<file path="config.mk">
export PLATFORM = sky130hd
export DESIGN_NAME = mfm_encoder_sync
export DESIGN_NICKNAME = d
export VERILOG_FILES = /design/src/rtl/mfm_encoder_sync.sv
export SDC_FILE = /design/constraint.sdc
export NUM_CORES = 1
export LEC_CHECK = 0
export CAP_MARGIN = 30
export CORE_UTILIZATION = 47
export CTS_CLUSTER_DIAMETER = 80
export DETAILED_ROUTE_END_ITERATION = 16
export GPL_ROUTABILITY_DRIVEN = 0
export PLACE_DENSITY = 0.68
export SYNTH_ARGS = -nofsm -noshare
export SYNTH_HDL_FRONTEND = slang
export SYNTH_SLANG_ARGS = --single-unit
</file>
<file path="constraint.sdc">
create_clock -name clk -period 2.6 [get_ports clk]
set_input_delay 0.39 -clock clk [delete_from_list [all_inputs] [get_ports clk]]
set_output_delay 0.39 -clock clk [all_outputs]
set_load 0.005 [all_outputs]
</file>
<file path="src/rtl/mfm_encoder_sync.sv">
// mfm_encoder_sync
//   Write-path MFM encoder. Bytes arrive over a valid/ready handshake into a
//   one-entry holding register. At each word boundary (cnt==0 on a bit_tick)
//   the held byte is expanded into 16 MFM cells (C7 D7 .. C0 D0) and shifted
//   out MSB-first, one cell per bit_tick. Bytes flagged as sync that equal
//   A1 or C2 are replaced by the missing-clock words 0x4489 / 0x5224. If the
//   stream is active and no byte is waiting at a boundary, FILL_BYTE is
//   encoded and sent instead, and the sticky underrun flag is raised.
//
// Ports
//   clk         in   system clock
//   reset       in   asynchronous active-high reset
//   enable      in   write gate; low aborts the stream and idles the encoder
//   byte_in     in   [7:0] data byte
//   byte_sync   in   byte_in is a sync mark candidate (A1/C2)
//   byte_valid  in   byte_in/byte_sync valid
//   byte_ready  out  holding register free (enable & ~hold_full)
//   bit_tick    in   one-cycle strobe per MFM cell time
//   bit_out     out  encoded cell, registered
//   bit_valid   out  one-cycle strobe, bit_out carries a new cell
//   busy        out  a word is shifting or a byte is held
//   underrun    out  sticky: a fill byte was inserted; cleared by enable low

module mfm_encoder_sync #(
  parameter logic [7:0] FILL_BYTE = 8'h4E
) (
  input  logic       clk,
  input  logic       reset,
  input  logic       enable,
  input  logic [7:0] byte_in,
  input  logic       byte_sync,
  input  logic       byte_valid,
  output logic       byte_ready,
  input  logic       bit_tick,
  output logic       bit_out,
  output logic       bit_valid,
  output logic       busy,
  output logic       underrun
);

  localparam logic [15:0] SYNC_A1_WORD = 16'h4489;
  localparam logic [15:0] SYNC_C2_WORD = 16'h5224;
  localparam logic [7:0]  SYNC_A1_BYTE = 8'hA1;
  localparam logic [7:0]  SYNC_C2_BYTE = 8'hC2;
  localparam logic [3:0]  LAST_CELL    = 4'd15;

  // Holding register and stream state
  logic [7:0]  hold_byte_reg;
  logic        hold_sync_reg;
  logic        hold_full_reg;
  logic [15:0] shift_reg;
  logic [3:0]  cnt_reg;
  logic        active_reg;
  logic        prev_data_reg;
  logic        bit_out_reg;
  logic        bit_valid_reg;
  logic        underrun_reg;

  // Encoded candidates for the next word boundary
  logic [15:0] hold_mfm_word;
  logic [15:0] fill_mfm_word;
  logic [15:0] load_word;
  logic        transfer;
  logic        tick_en;

  assign byte_ready = enable & ~hold_full_reg;
  assign transfer   = byte_valid & byte_ready;
  assign tick_en    = bit_tick & enable;

  // MFM expansion: data cell Di = byte[i], clock cell Ci is set only when
  // both neighbouring data cells are zero. The neighbour of C7 is the last
  // data cell of the previous word (prev_data_reg).
  generate
    for (genvar gi = 0; gi < 8; gi++) begin : g_mfm_cell
      logic hold_left;
      logic fill_left;
      if (gi == 7) begin : g_msb
        assign hold_left = prev_data_reg;
        assign fill_left = prev_data_reg;
      end else begin : g_inner
        assign hold_left = hold_byte_reg[gi+1];
        assign fill_left = FILL_BYTE[gi+1];
      end
      assign hold_mfm_word[2*gi]   = hold_byte_reg[gi];
      assign hold_mfm_word[2*gi+1] = ~hold_left & ~hold_byte_reg[gi];
      assign fill_mfm_word[2*gi]   = FILL_BYTE[gi];
      assign fill_mfm_word[2*gi+1] = ~fill_left & ~FILL_BYTE[gi];
    end
  endgenerate

  // Sync marks are only substituted for the two recognised bytes; any other
  // byte flagged as sync is encoded normally.
  always_comb begin
    load_word = hold_mfm_word;
    if (hold_sync_reg && (hold_byte_reg == SYNC_A1_BYTE)) begin
      load_word = SYNC_A1_WORD;
    end else if (hold_sync_reg && (hold_byte_reg == SYNC_C2_BYTE)) begin
      load_word = SYNC_C2_WORD;
    end
  end

  always_ff @(posedge clk or posedge reset) begin
    if (reset) begin
      hold_byte_reg <= 8'h00;
      hold_sync_reg <= 1'b0;
      hold_full_reg <= 1'b0;
      shift_reg     <= 16'h0000;
      cnt_reg       <= 4'd0;
      active_reg    <= 1'b0;
      prev_data_reg <= 1'b0;
      bit_out_reg   <= 1'b0;
      bit_valid_reg <= 1'b0;
      underrun_reg  <= 1'b0;
    end else if (!enable) begin
      // Abort: partial word is dropped, nothing is flushed.
      hold_full_reg <= 1'b0;
      shift_reg     <= 16'h0000;
      cnt_reg       <= 4'd0;
      active_reg    <= 1'b0;
      prev_data_reg <= 1'b0;
      bit_valid_reg <= 1'b0;
      underrun_reg  <= 1'b0;
    end else begin
      bit_valid_reg <= 1'b0;

      if (tick_en) begin
        if (cnt_reg != 4'd0) begin
          bit_out_reg   <= shift_reg[15];
          shift_reg     <= {shift_reg[14:0], 1'b0};
          cnt_reg       <= cnt_reg - 4'd1;
          bit_valid_reg <= 1'b1;
        end else if (hold_full_reg) begin
          // Load and emit the first cell on the same tick. For A1 and C2
          // the last data cell equals byte[0], so hold_byte_reg[0] is the
          // correct neighbour for the next word in every case.
          bit_out_reg   <= load_word[15];
          shift_reg     <= {load_word[14:0], 1'b0};
          cnt_reg       <= LAST_CELL;
          bit_valid_reg <= 1'b1;
          active_reg    <= 1'b1;
          prev_data_reg <= hold_byte_reg[0];
          hold_full_reg <= 1'b0;
        end else if (active_reg) begin
          bit_out_reg   <= fill_mfm_word[15];
          shift_reg     <= {fill_mfm_word[14:0], 1'b0};
          cnt_reg       <= LAST_CELL;
          bit_valid_reg <= 1'b1;
          prev_data_reg <= FILL_BYTE[0];
          underrun_reg  <= 1'b1;
        end
      end

      // A transfer takes priority over the clear from a load. A byte taken
      // on a boundary tick is not bypassed into the shifter: the tick above
      // already saw the register empty.
      if (transfer) begin
        hold_byte_reg <= byte_in;
        hold_sync_reg <= byte_sync;
        hold_full_reg <= 1'b1;
      end
    end
  end

  assign bit_out   = bit_out_reg;
  assign bit_valid = bit_valid_reg;
  assign underrun  = underrun_reg;
  assign busy      = active_reg | hold_full_reg;

endmodule

</file>
==> results_tabular.tex <==
\begin{tabular}{lr}
\hline
Metric & Value \\
\hline
\multicolumn{2}{l}{\textbf{Synthesis}} \\
\quad Post-synthesis sequential area ratio & between 50\% and 60\% \\
\quad Share of synthesized area spent on multiplexers & 6.73\% \\
\quad Number of flops mapped to enable cells by yosys & 0 \\
\quad Area share of xor/xnor cells in the synthesized design & 0.530\% \\
\quad Number of synthesized register bits & 34 \\
\quad Synth Cell Area & 1650 sq um \\
\quad Synth Instances & 158 \\
\quad Number of warnings reported in the yosys synthesis log & 0 \\
\quad Post-synthesis async set-or-reset flop share & 100\% \\
\quad Prevailing post-synth register cell & sky130\_fd\_sc\_hd\_\_dfrtp\_1 \\
\quad Area share of and/or/nand/nor cells after synthesis & about 18\% \\
\quad Post-synthesis share of cell area spent on full adders, half adders and majority gates & less than 1\% \\
\quad Number of distinct library cells after synthesis & 37 \\
\quad Compound-Gate Fraction of Synth Area & 18.4\% \\
\quad Largest family of logic cells by synthesized area & compound AO/OA/AOI/OAI gates \\
\quad Syn\_area\_per\_cell & around 10 sq um \\
\quad Post-synthesis net count & 173 \\
\multicolumn{2}{l}{\textbf{Timing}} \\
\quad Unrepaired setup endpoints after global routing & no \\
\quad Max Fclk & 481 MHz \\
\quad Slew at the pin closest to its max-slew limit & 0.724 ns \\
\quad Share of the cycle needed by the critical path after routing & 80.0\% \\
\quad Total count of max-transition violations in the final report & 0 \\
\quad Number of hold-slack violations in the final timing report & 0 \\
\quad Setup total negative slack & 0 ns \\
\quad Final worst hold slack & 0.435 ns \\
\quad Headroom to the max-slew limit & 51.7\% \\
\quad Worst setup skew after layout & 0.0102 ns \\
\quad Setup violations, final & 0 \\
\quad Minimum period implied by the final worst setup slack & 2.08 ns \\
\multicolumn{2}{l}{\textbf{CTS}} \\
\quad Max clock buf depth & 2 \\
\quad Maximum level of the CTS H-tree & 2 \\
\quad Cell at the root of the clock tree & sky130\_fd\_sc\_hd\_\_clkbuf\_4 \\
\quad Setup fix buffers added after clock tree synthesis & 0 \\
\quad Number of hold-repair buffers added at the cts stage & 0 \\
\quad CTS tree & yes \\
\quad Number of buffers added by the clock tree synthesis step & 5 \\
\quad Post-cts resize count & 0 \\
\quad Total number of clock tree sinks & 34 \\
\quad Clock transition at the registers of the reported paths & 0.11 ns \\
\quad Clock latency reported for the late side of the worst-skew pair & $\sim$0.34 ns \\
\multicolumn{2}{l}{\textbf{Critical path}} \\
\quad Number of buffer and inverter instances along the worst setup path & 1 \\
\quad Reg2reg end & cnt\_reg[0] \\
\quad Cell depth of the worst flop-to-flop path & 6 \\
\quad Data arrival time at the worst-slack endpoint & 2.32 ns \\
\quad Startpoint kind of the worst setup timing path & flip-flop \\
\quad Critical Setup Path Class & flip-flop to flip-flop \\
\quad Worst-path maximum fanout & 22 \\
\quad Delay contributed by the slowest stage of the critical path & roughly 0.46 ns \\
\quad Worst setup slack for register-to-register paths & 0.52 ns \\
\quad Crit end category & flip-flop \\
\quad Crit-path slowest cell & sky130\_fd\_sc\_hd\_\_o21a\_1 \\
\quad Startpoint of the most critical register-to-register path & cnt\_reg[0] \\
\quad Largest delay share family, worst path & simple AND/OR/NAND/NOR gates \\
\quad Worst path required time & 2.84 ns \\
\quad Cells along the critical path & inv\_1, ha\_1, or3b\_1, o21a\_1, xnor2\_1, and2\_1 \\
\multicolumn{2}{l}{\textbf{Finish}} \\
\quad Largest register FFs & 15 \\
\quad Relative area change from synthesis to final layout & 16.9\% \\
\quad Antenna Cells & 0 \\
\quad Count of fill cells added during filler insertion & 333 \\
\quad Share of cells above drive strength 1 & between 10\% and 20\% \\
\quad NumNets Final & 195 \\
\quad Number of standard cells in the final layout excluding fillers & roughly 230 \\
\multicolumn{2}{l}{\textbf{Drt}} \\
\quad Wirelength, routed & 3360 microns \\
\quad DRC violation count after routing & 0 \\
\quad Average routed wire per standard cell & $\sim$15 microns \\
\quad First-pass DRT Iterations & 4 \\
\quad Vias after detailed routing & $\sim$1300 \\
\quad DRT antenna net count & 0 \\
\quad Count of routing violations after the opening detailed-route iteration & 59 \\
\quad Number of vias per cell & 5.77 \\
\multicolumn{2}{l}{\textbf{Floorplanning}} \\
\quad Die span in y & 61.3 microns \\
\quad Initial standard-cell utilization of the core & just under 50\% \\
\quad I/O pin count & 19 \\
\quad Standard-cell row count & 21 \\
\quad Core Box Area & roughly 3400 sq um \\
\quad Floorplan die area & 3760 sq um \\
\quad Die X & 61.3 microns \\
\multicolumn{2}{l}{\textbf{Placed design}} \\
\quad Quantity of I/O buffers inserted on ports & 18 \\
\quad Placed Cells incl. Taps & about 220 \\
\quad Sum of net half-perimeters after detailed placement & around 2300 microns \\
\multicolumn{2}{l}{\textbf{Pwr}} \\
\quad Net switching share of the total power & 37.5\% \\
\quad Combinational fraction of design power & 38.4\% \\
\quad Clock share of power & between 10\% and 20\% \\
\quad Switching pwr & approximately 0.00063 W \\
\quad Internal power consumption & 0.00105 W \\
\quad Maximum ir drop on the vdd rail & 0.449 mV \\
\quad Pwr dens & $\sim$870 nW/um\^{}2 \\
\quad Sequential share of power & 45.1\% \\
\quad Static leakage & 0.883 nW \\
\multicolumn{2}{l}{\textbf{Global route}} \\
\quad Antenna violations before repair & 0 \\
\quad Total congestion overflow & 0 \\
\quad Combined global-route utilization of all metal layers & between 20 and 25\% \\
\quad Wire length of the first global-routing pass & between 5000 and 6000 microns \\
\quad Vias in the first global route & about 1300 \\
\quad Maximum number of pins on one net before global-route repair & 35 \\
\multicolumn{2}{l}{\textbf{Worst hold path}} \\
\quad Worst min-delay path category & input port to async pin \\
\multicolumn{2}{l}{\textbf{Job}} \\
\quad Maxcap violations & 0 \\
\multicolumn{2}{l}{\textbf{Status}} \\
\quad Outcome & complete, no violations \\
\hline
\end{tabular}
layer usage:
metal  vias up  part of all wire, %  GRT usage (%)
met1       647                   45           27.5
li1        610                    -              -
met3         8                  4.7           6.30
met5         -                    0              0
met2        38                   49           34.8
met4         0                  1.7           8.12
tightest hold or removal path: cells and delay by family:
| family | cells | cell delay, ns |
|---|---|---|
| buffers and inverters | 3 | 0.82 |
synthesized netlist by cell type (2+ instances only):
cell type                  count  area (sq um)
sky130_fd_sc_hd__or3_1         3          18.8
sky130_fd_sc_hd__and2_1        3          18.8
sky130_fd_sc_hd__dfrtp_1      34           851
sky130_fd_sc_hd__a21boi_0      6          45.0
sky130_fd_sc_hd__o41ai_1       2          17.5
sky130_fd_sc_hd__inv_1         5          18.8
sky130_fd_sc_hd__nand2b_1      3          18.8
sky130_fd_sc_hd__o21a_1        2          15.0
sky130_fd_sc_hd__buf_2         4          20.0
sky130_fd_sc_hd__nand2_1      21          78.8
sky130_fd_sc_hd__o311ai_1      4          35.0
sky130_fd_sc_hd__nor3b_1       2          15.0
sky130_fd_sc_hd__nor4bb_1      2          20.0
sky130_fd_sc_hd__a21oi_1       5          25.0
sky130_fd_sc_hd__o211ai_1      3          22.5
sky130_fd_sc_hd__nor2b_1       2          12.5
sky130_fd_sc_hd__nand4_1       2          12.5
sky130_fd_sc_hd__clkbuf_1      4          15.0
sky130_fd_sc_hd__o21ai_0       3          15.0
sky130_fd_sc_hd__buf_6         2          22.5
sky130_fd_sc_hd__nand3_1       7          35.0
sky130_fd_sc_hd__mux2_2        9           101
sky130_fd_sc_hd__o211a_1       7          70.1
sky130_fd_sc_hd__nor2_1        8          30.0
sky130_fd_sc_hd__a31oi_1       3          18.8
stage by stage:
step | total power (W) | util (%) | cell area [sq um] | worst slack (ns)
3_3_place_gp | 0.00138 | 56.1 | 1890 | 0.553
6_report | 0.00167 | 57.5 | 1930 | 0.520
3_5_place_dp | 0.00141 | 56.1 | 1890 | 0.462
2_1_floorplan | 0.00123 | - | 1650 | 0.743
5_1_grt | 0.00181 | 57.5 | 1930 | 0.384
4_1_cts | 0.00168 | 57.5 | 1930 | 0.534
kinds of logic after synthesis:
group,count (synthesis)
compound gates,40
xor+xnor,1
fa+ha+maj,1
buf+inv,15
flops,34
mux,10
simple gates,57
layout make-up:
class                   instances  area, sq um  area share (%)
clock buffers                   5         37.5            1.94
flip-flops and latches         34          851            44.0
inverters                       5         18.8           0.970
repair buffers                 25          233            12.0
multi-input cells             109          727            37.6
well taps                      46         57.6            2.98
clock inverters                 2         10.0           0.517
power groups by stage:
| stage | clock network [W] | logic (W) | registers, W |
|---|---|---|---|
| 2_1_floorplan | 0 | 0.000494 | 0.000736 |
| 3_3_place_gp | 0 | 0.000623 | 0.000757 |
| 3_5_place_dp | 0 | 0.000645 | 0.000766 |
| 4_1_cts | 0.000282 | 0.000646 | 0.000755 |
| 5_1_grt | 0.000305 | 0.000727 | 0.000776 |
| 6_report | 0.000275 | 0.000644 | 0.000756 |
worst max-delay path by stage:
stage | cells past startpoint | endpoint | startpoint | slack (ns)
2_1_floorplan | 7 | shift_reg[11] | cnt_reg[0] | 0.74
3_3_place_gp | 4 | shift_reg[12] | bit_tick | 0.55
3_5_place_dp | 4 | shift_reg[14] | bit_tick | 0.46
4_1_cts | 6 | cnt_reg[0] | cnt_reg[0] | 0.53
5_1_grt | 6 | bit_out | cnt_reg[0] | 0.38
6_report | 6 | cnt_reg[0] | cnt_reg[0] | 0.52
placed cells by master (no fill, tap or decap), types with 2 or more instances in the layout:
master                            instances
sky130_fd_sc_hd__a21boi_0                 6
sky130_fd_sc_hd__a21oi_1                  5
sky130_fd_sc_hd__a31oi_1                  3
sky130_fd_sc_hd__and2_1                   3
sky130_fd_sc_hd__buf_4                    7
sky130_fd_sc_hd__clkbuf_4                 5
sky130_fd_sc_hd__clkdlybuf4s50_1         18
sky130_fd_sc_hd__clkinv_2                 2
sky130_fd_sc_hd__dfrtp_1                 34
sky130_fd_sc_hd__inv_1                    5
sky130_fd_sc_hd__mux2_2                   9
sky130_fd_sc_hd__nand2_1                 21
sky130_fd_sc_hd__nand2b_1                 3
sky130_fd_sc_hd__nand3_1                  7
sky130_fd_sc_hd__nand4_1                  2
sky130_fd_sc_hd__nor2_1                   8
sky130_fd_sc_hd__nor2b_1                  2
sky130_fd_sc_hd__nor3b_1                  2
sky130_fd_sc_hd__nor4bb_1                 2
sky130_fd_sc_hd__o211a_1                  7
sky130_fd_sc_hd__o211ai_1                 3
sky130_fd_sc_hd__o21a_1                   2
sky130_fd_sc_hd__o21ai_0                  3
sky130_fd_sc_hd__o311ai_1                 4
sky130_fd_sc_hd__o41ai_1                  2
sky130_fd_sc_hd__or3_1                    3
Power figures use the tool's default switching activity.
==> RTL edit 1 (same settings) <==
Put one more register stage on the output `underrun`, with the module's reset. The value now appears one clock later. The other outputs are not delayed to match.
--- a/src/rtl/mfm_encoder_sync.sv
+++ b/src/rtl/mfm_encoder_sync.sv
@@ -164,5 +164,11 @@
   assign bit_out   = bit_out_reg;
   assign bit_valid = bit_valid_reg;
-  assign underrun  = underrun_reg;
+  always_ff @(posedge clk or posedge reset) begin
+    if (reset) begin
+      underrun <= '0;
+    end else begin
+      underrun <= underrun_reg;
+    end
+  end
   assign busy      = active_reg | hold_full_reg;
 
Behaviour: no difference found for any inputs over 10 cycles, from zero or initial values and one cycle with reset high; that may be too few to reach the edited logic, so the function may still have changed.
==> RTL edit 1 against the original RTL <==
Clock skew down 0.00080 ns; clock power up 21%; die area down 1.9%; wire length up 2.7%; total power down 10%; count of clock-buffer cells in the layout up 3; sequential cell count up 1; setup slack worse by 0.13 ns; cell area down 0.52%; via count down 0.15%; sequential share of layout area up 1.5 points; area after synthesis down 2.0%; final cell count down 1.3%; largest power group unchanged.
==> RTL edit 1: results (changes against the original RTL) <==
| Metric | Value |
|---|---|
| Endpoint, Worst Hold | underrun$_DFF_PP0_ |
| Routed via count | 1,301 (-0.15%) |
| Capturing instance or port of the critical path | busy |
| Critical path's slowest cell | sky130_fd_sc_hd__dfrtp_1 |
| Hold Crit Start | underrun_reg$_DFFE_PP0P_ |
| Worst R2R Path Depth | 5 (-1) |
| GR Layer Usage met3 | 7.04% (+0.73 points) |
| Iteration-0 DRC Markers | 103 (+75%) |
| Via count of the first global-routing pass | 1,233 (-7.0%) |
| Top cell types by occurrence after synthesis | 35 x sky130_fd_sc_hd__dfrtp_1, 20 x sky130_fd_sc_hd__nand2_1, 19 x sky130_fd_sc_hd__nor2_1 |
| Hold WS | 0.404 ns (-0.0315 ns) |
| Amount of wire on met3 after detailed routing | 154 um (-2.5%) |
| Highest ir drop seen on vdd | 0.446 mV (-0.79%) |
| Number of flip-flops under the largest register name | 15 (unchanged) |
| Wire per inst | 15.5 um (+4.1%) |
| Worst-case setup slack after placement | 0.508 ns (+0.0460 ns) |
| CTS Buffer Depth | 2 (unchanged) |
| Met2 GRT Util | 36.1% (+1.3 points) |
| Final Net Count | 193 (-1.0%) |
| Final routed wirelength across all metal layers | 3.45 mm (+2.7%) |
| Leading cell types by total area after synthesis | sky130_fd_sc_hd__dfrtp_1 54%, sky130_fd_sc_hd__mux2_2 6.3%, sky130_fd_sc_hd__nand2_1 4.6% |
| First-pass GRT wire length | 5.91 mm (+1.7%) |
| Placed instance area | 0.00186 mm2 (-1.7%) |
| Internal power | 1.01 mW (-3.7%) |
| Relative contribution of sequential cells to total power | 48.5% (+3.4 points) |
| Global routing usage on met1 | 29.0% (+1.5 points) |
| Final worst slack | 0.393 ns (-0.127 ns) |
| Switch Pwr | 0.492 mW (-22%) |
| Critical path's top delay family | buffers and inverters |
| Static Leak | 0.792 nW (-10%) |
| Worst Path Max Fanout | 12 (-45%) |
| DP HPWL | 2.41 mm (+6.2%) |
| Relative slew slack | 70.0% (+18 points) |
| Hold/Removal Path Class | register to register |
| Result of the run | complete, no violations |
| Met2 wire len | 1.71 mm (+4.2%) |
| Sum of routed wire segments on met1 | 1.55 mm (+3.3%) |
| Sequential fraction of the synthesis area | 54.0% (+2.6 points) |
| Layout Skew | 0.00935 ns (-0.000804 ns) |
| Startpoint of the most critical setup path | hold_full_reg$_DFFE_PP0P_ |
| Maximum number of pins on one net before global-route repair | 36 (+2.9%) |
| Number of unique standard cell types used by synthesis | 36 (-2.7%) |
| Clock distribution power | 0.332 mW (+21%) |
| Inst Count DP | 215 (-1.8%) |
| Delay of the slowest critical-path stage | 0.53 ns (+0.07 ns) |
| GRT Resource Usage Total | 22.4% (+0.86 points) |
| Slack of the worst reg-to-reg path | 0.58 ns (+0.06 ns) |
| Number of nets in the synthesized netlist | 170 (-1.7%) |
| Reg2Reg Capture Point | shift_reg[14]$_DFFE_PP0P_ |
| Count of mapped cells out of synthesis | 155 (-1.9%) |
| Crit path DAT | 1.82 ns (-0.50 ns) |
-- RTL edit 1: cell types whose count changed after synthesis, moves of 4 or more --
| cell | unedited run | this run |
|---|---|---|
| sky130_fd_sc_hd__a311oi_1 | 0 | 6 |
| sky130_fd_sc_hd__nand3_1 | 7 | 2 |
| sky130_fd_sc_hd__o211a_1 | 7 | 0 |
| sky130_fd_sc_hd__nor2_1 | 8 | 19 |
| sky130_fd_sc_hd__a21boi_0 | 6 | 0 |
| sky130_fd_sc_hd__o311ai_1 | 4 | 0 |
-- RTL edit 1: kinds of logic after synthesis --
logic type	after synthesis	synth area share (%)
and+or+nand+nor	61	19.3
AOI/OAI and AO/OA	35	15.6
DFF	35	54.0
buffers and inverters	13	3.55
muxes	9	6.25
xor gates and xnor gates	1	0.540
adders and majority gates	1	0.771
-- RTL edit 1: cell type report --
class	instances	area (um2)
Clock buffer	8	68.8
Fill cell	277	1230
Inverter	7	26.3
Multi-Input combinational cell	107	688
Sequential cell	35	876
Tap cell	44	55.1
Timing Repair Buffer	22	210
==> RTL edit 2 (same flow settings) <==
Without the edit above. The parameter `FILL_BYTE` goes from 8'h4E to 8'h27.
--- a/src/rtl/mfm_encoder_sync.sv
+++ b/src/rtl/mfm_encoder_sync.sv
@@ -23,5 +23,5 @@
 
 module mfm_encoder_sync #(
-  parameter logic [7:0] FILL_BYTE = 8'h4E
+  parameter logic [7:0] FILL_BYTE = 8'h27
 ) (
   input  logic       clk,
Behaviour: no difference found for any inputs over 10 cycles, from zero or initial values and one cycle with reset high; that may be too few to reach the edited logic, so the function may still have changed.
==> RTL edit 2 against the original RTL <==
Total power increased by 14%; wire length fell by 1.5%; combinational power down 3.3%; synthesized cell count increased by 1.3%; sequential cell count unchanged; largest power group unchanged; area after synthesis is 2.6% higher; critical endpoint is now shift_reg[11]$_DFFE_PP0P_; setup slack lost 0.090 ns; cell area rose by 4.0%.
==> RTL edit 2: results (changes against the original RTL) <==
| Metric | Value |
|---|---|
| GRT Resource Usage Total | 20.6% (-0.95 points) |
| First-pass GRT wire length | 5.57 mm (-4.1%) |
| Via-to-Cell Ratio | 5.57 (-3.5%) |
| DP HPWL | 2.25 mm (-0.71%) |
| Iteration-0 DRC Markers | 31 (-47%) |
| Clock transition at the registers of the reported paths | 0.11 ns (about the same) |
| Maximum number of pins on one net before global-route repair | 35 (unchanged) |
| Top cell types by occurrence after synthesis | 34 x sky130_fd_sc_hd__dfrtp_1, 20 x sky130_fd_sc_hd__nand2_1, 9 x sky130_fd_sc_hd__mux2_2 |
| Sw Ratio | 32.9% (-4.7 points) |
| Result of the run | complete, no violations |
| Via count of the first global-routing pass | 1,206 (-9.0%) |
| Number of nets in the synthesized netlist | 175 (+1.2%) |
| Final Net Count | 194 (-0.51%) |
| Worst-case setup slack after placement | 0.460 ns (-0.00178 ns) |
| Critical path's slowest cell | sky130_fd_sc_hd__or3b_1 |
| Crit path DAT | 2.44 ns (+0.12 ns) |
| Number of unique standard cell types used by synthesis | 42 (+14%) |
| Layout Skew | 0.0101 ns (-0.00000960 ns) |
| Clock latency reported for the late side of the worst-skew pair | 0.34 ns (about the same) |
| Relative contribution of sequential cells to total power | 40.3% (-4.8 points) |
| Transition time of the tightest slew-check pin | 0.602 ns (-0.122 ns) |
| Delay of the slowest critical-path stage | 0.57 ns (+0.11 ns) |
| Sequential fraction of the synthesis area | 50.1% (-1.3 points) |
| Highest ir drop seen on vdd | 0.377 mV (-16%) |
| Wire per inst | 14.6 um (-1.5%) |
| Logic power comb | 0.623 mW (-3.3%) |
| Setup Fix Bufs, Post-CTS | 0 (unchanged) |
| Leading cell types by total area after synthesis | sky130_fd_sc_hd__dfrtp_1 50%, sky130_fd_sc_hd__mux2_2 6.0%, sky130_fd_sc_hd__o211a_1 4.7% |
| Static Leak | 0.917 nW (+3.7%) |
| Fraction of final layout cells sized beyond drive strength 1 | 14.4% (+1.1 points) |
| Post-synth ARST share | 100% (unchanged) |
| Worst Path Max Fanout | 19 (-14%) |
| First drt pass iteration count | 6 (+2) |
-- RTL edit 2: cell count changes in the layout (fill, tap and decap cells not counted), moves of 2 or more --
cell,change
sky130_fd_sc_hd__a21oi_1,+2
sky130_fd_sc_hd__bufinv_16,+2
sky130_fd_sc_hd__nor4bb_1,-2
sky130_fd_sc_hd__or4bb_1,+3
sky130_fd_sc_hd__clkinv_2,-2
sky130_fd_sc_hd__buf_4,-2
sky130_fd_sc_hd__o41ai_1,-2
sky130_fd_sc_hd__nand4_1,-2
sky130_fd_sc_hd__a31oi_1,-2
-- RTL edit 2: kinds of logic (layout without fill, tap and decap cells) --
group | count (synthesis) | count (layout) | share of synthesized area, %
simple gates | 57 | 57 | 18.4
compound gates | 41 | 41 | 18.4
flops | 34 | 34 | 50.1
buf+inv | 16 | 36 | 5.31
mux | 9 | 9 | 5.97
xor+xnor | 2 | 2 | 1.03
fa+ha+maj | 1 | 1 | 0.737
-- RTL edit 2: final cells by class --
| type | count | area [um2] |
|---|---|---|
| fillers | 301 | 1380 |
| flip-flops and latches | 34 | 851 |
| multi-input cells | 110 | 756 |
| repair buffers | 23 | 218 |
| clock inverters | 2 | 60.1 |
| well taps | 46 | 57.6 |
| clock buffers | 6 | 51.3 |
| inverters | 5 | 18.8 |
-- RTL edit 2: stage by stage --
step | cells | hold slack [ns] | total power, mW | utilization (%) | instance area (um2)
final | 226 | 0.425 | 1.90 | 59.4 | 2010
after global routing | 226 | 0.456 | 2.04 | 59.4 | 2010
after CTS | 226 | 0.435 | 1.91 | 59.4 | 2010
after detailed placement | 218 | 0.487 | 1.40 | 56.1 | 1900
after global placement | 218 | 0.474 | 1.38 | 56.1 | 1900
after floorplan | 160 | 0.471 | 1.26 | - | 1700
-- RTL edit 2: path summary, 6_finish.rpt --
kind                                           start                        end  slack [ns]  depth (start not counted)
min in group clk           hold_sync_reg$_DFFE_PP0P_  hold_sync_reg$_DFFE_PP0P_        0.51                          1
setup reg to reg              cnt_reg[0]$_DFFE_PP0P_  shift_reg[11]$_DFFE_PP0P_        0.43                          7
hold reg to reg            hold_sync_reg$_DFFE_PP0P_  hold_sync_reg$_DFFE_PP0P_        0.51                          1
setup / recovery              cnt_reg[0]$_DFFE_PP0P_  shift_reg[11]$_DFFE_PP0P_        0.43                          7
hold / removal                                 reset   shift_reg[3]$_DFFE_PP0P_        0.43                          3
max in group asynchronous                      reset   shift_reg[4]$_DFFE_PP0P_        1.87                          3
-- RTL edit 2: metal layers --
metal / share of wire, % / GRT usage, %
met5: 0 / 0
met3: 3.9 / 4.97
met4: 1.7 / 7.62
met2: 48 / 33.1
met1: 46 / 27.0
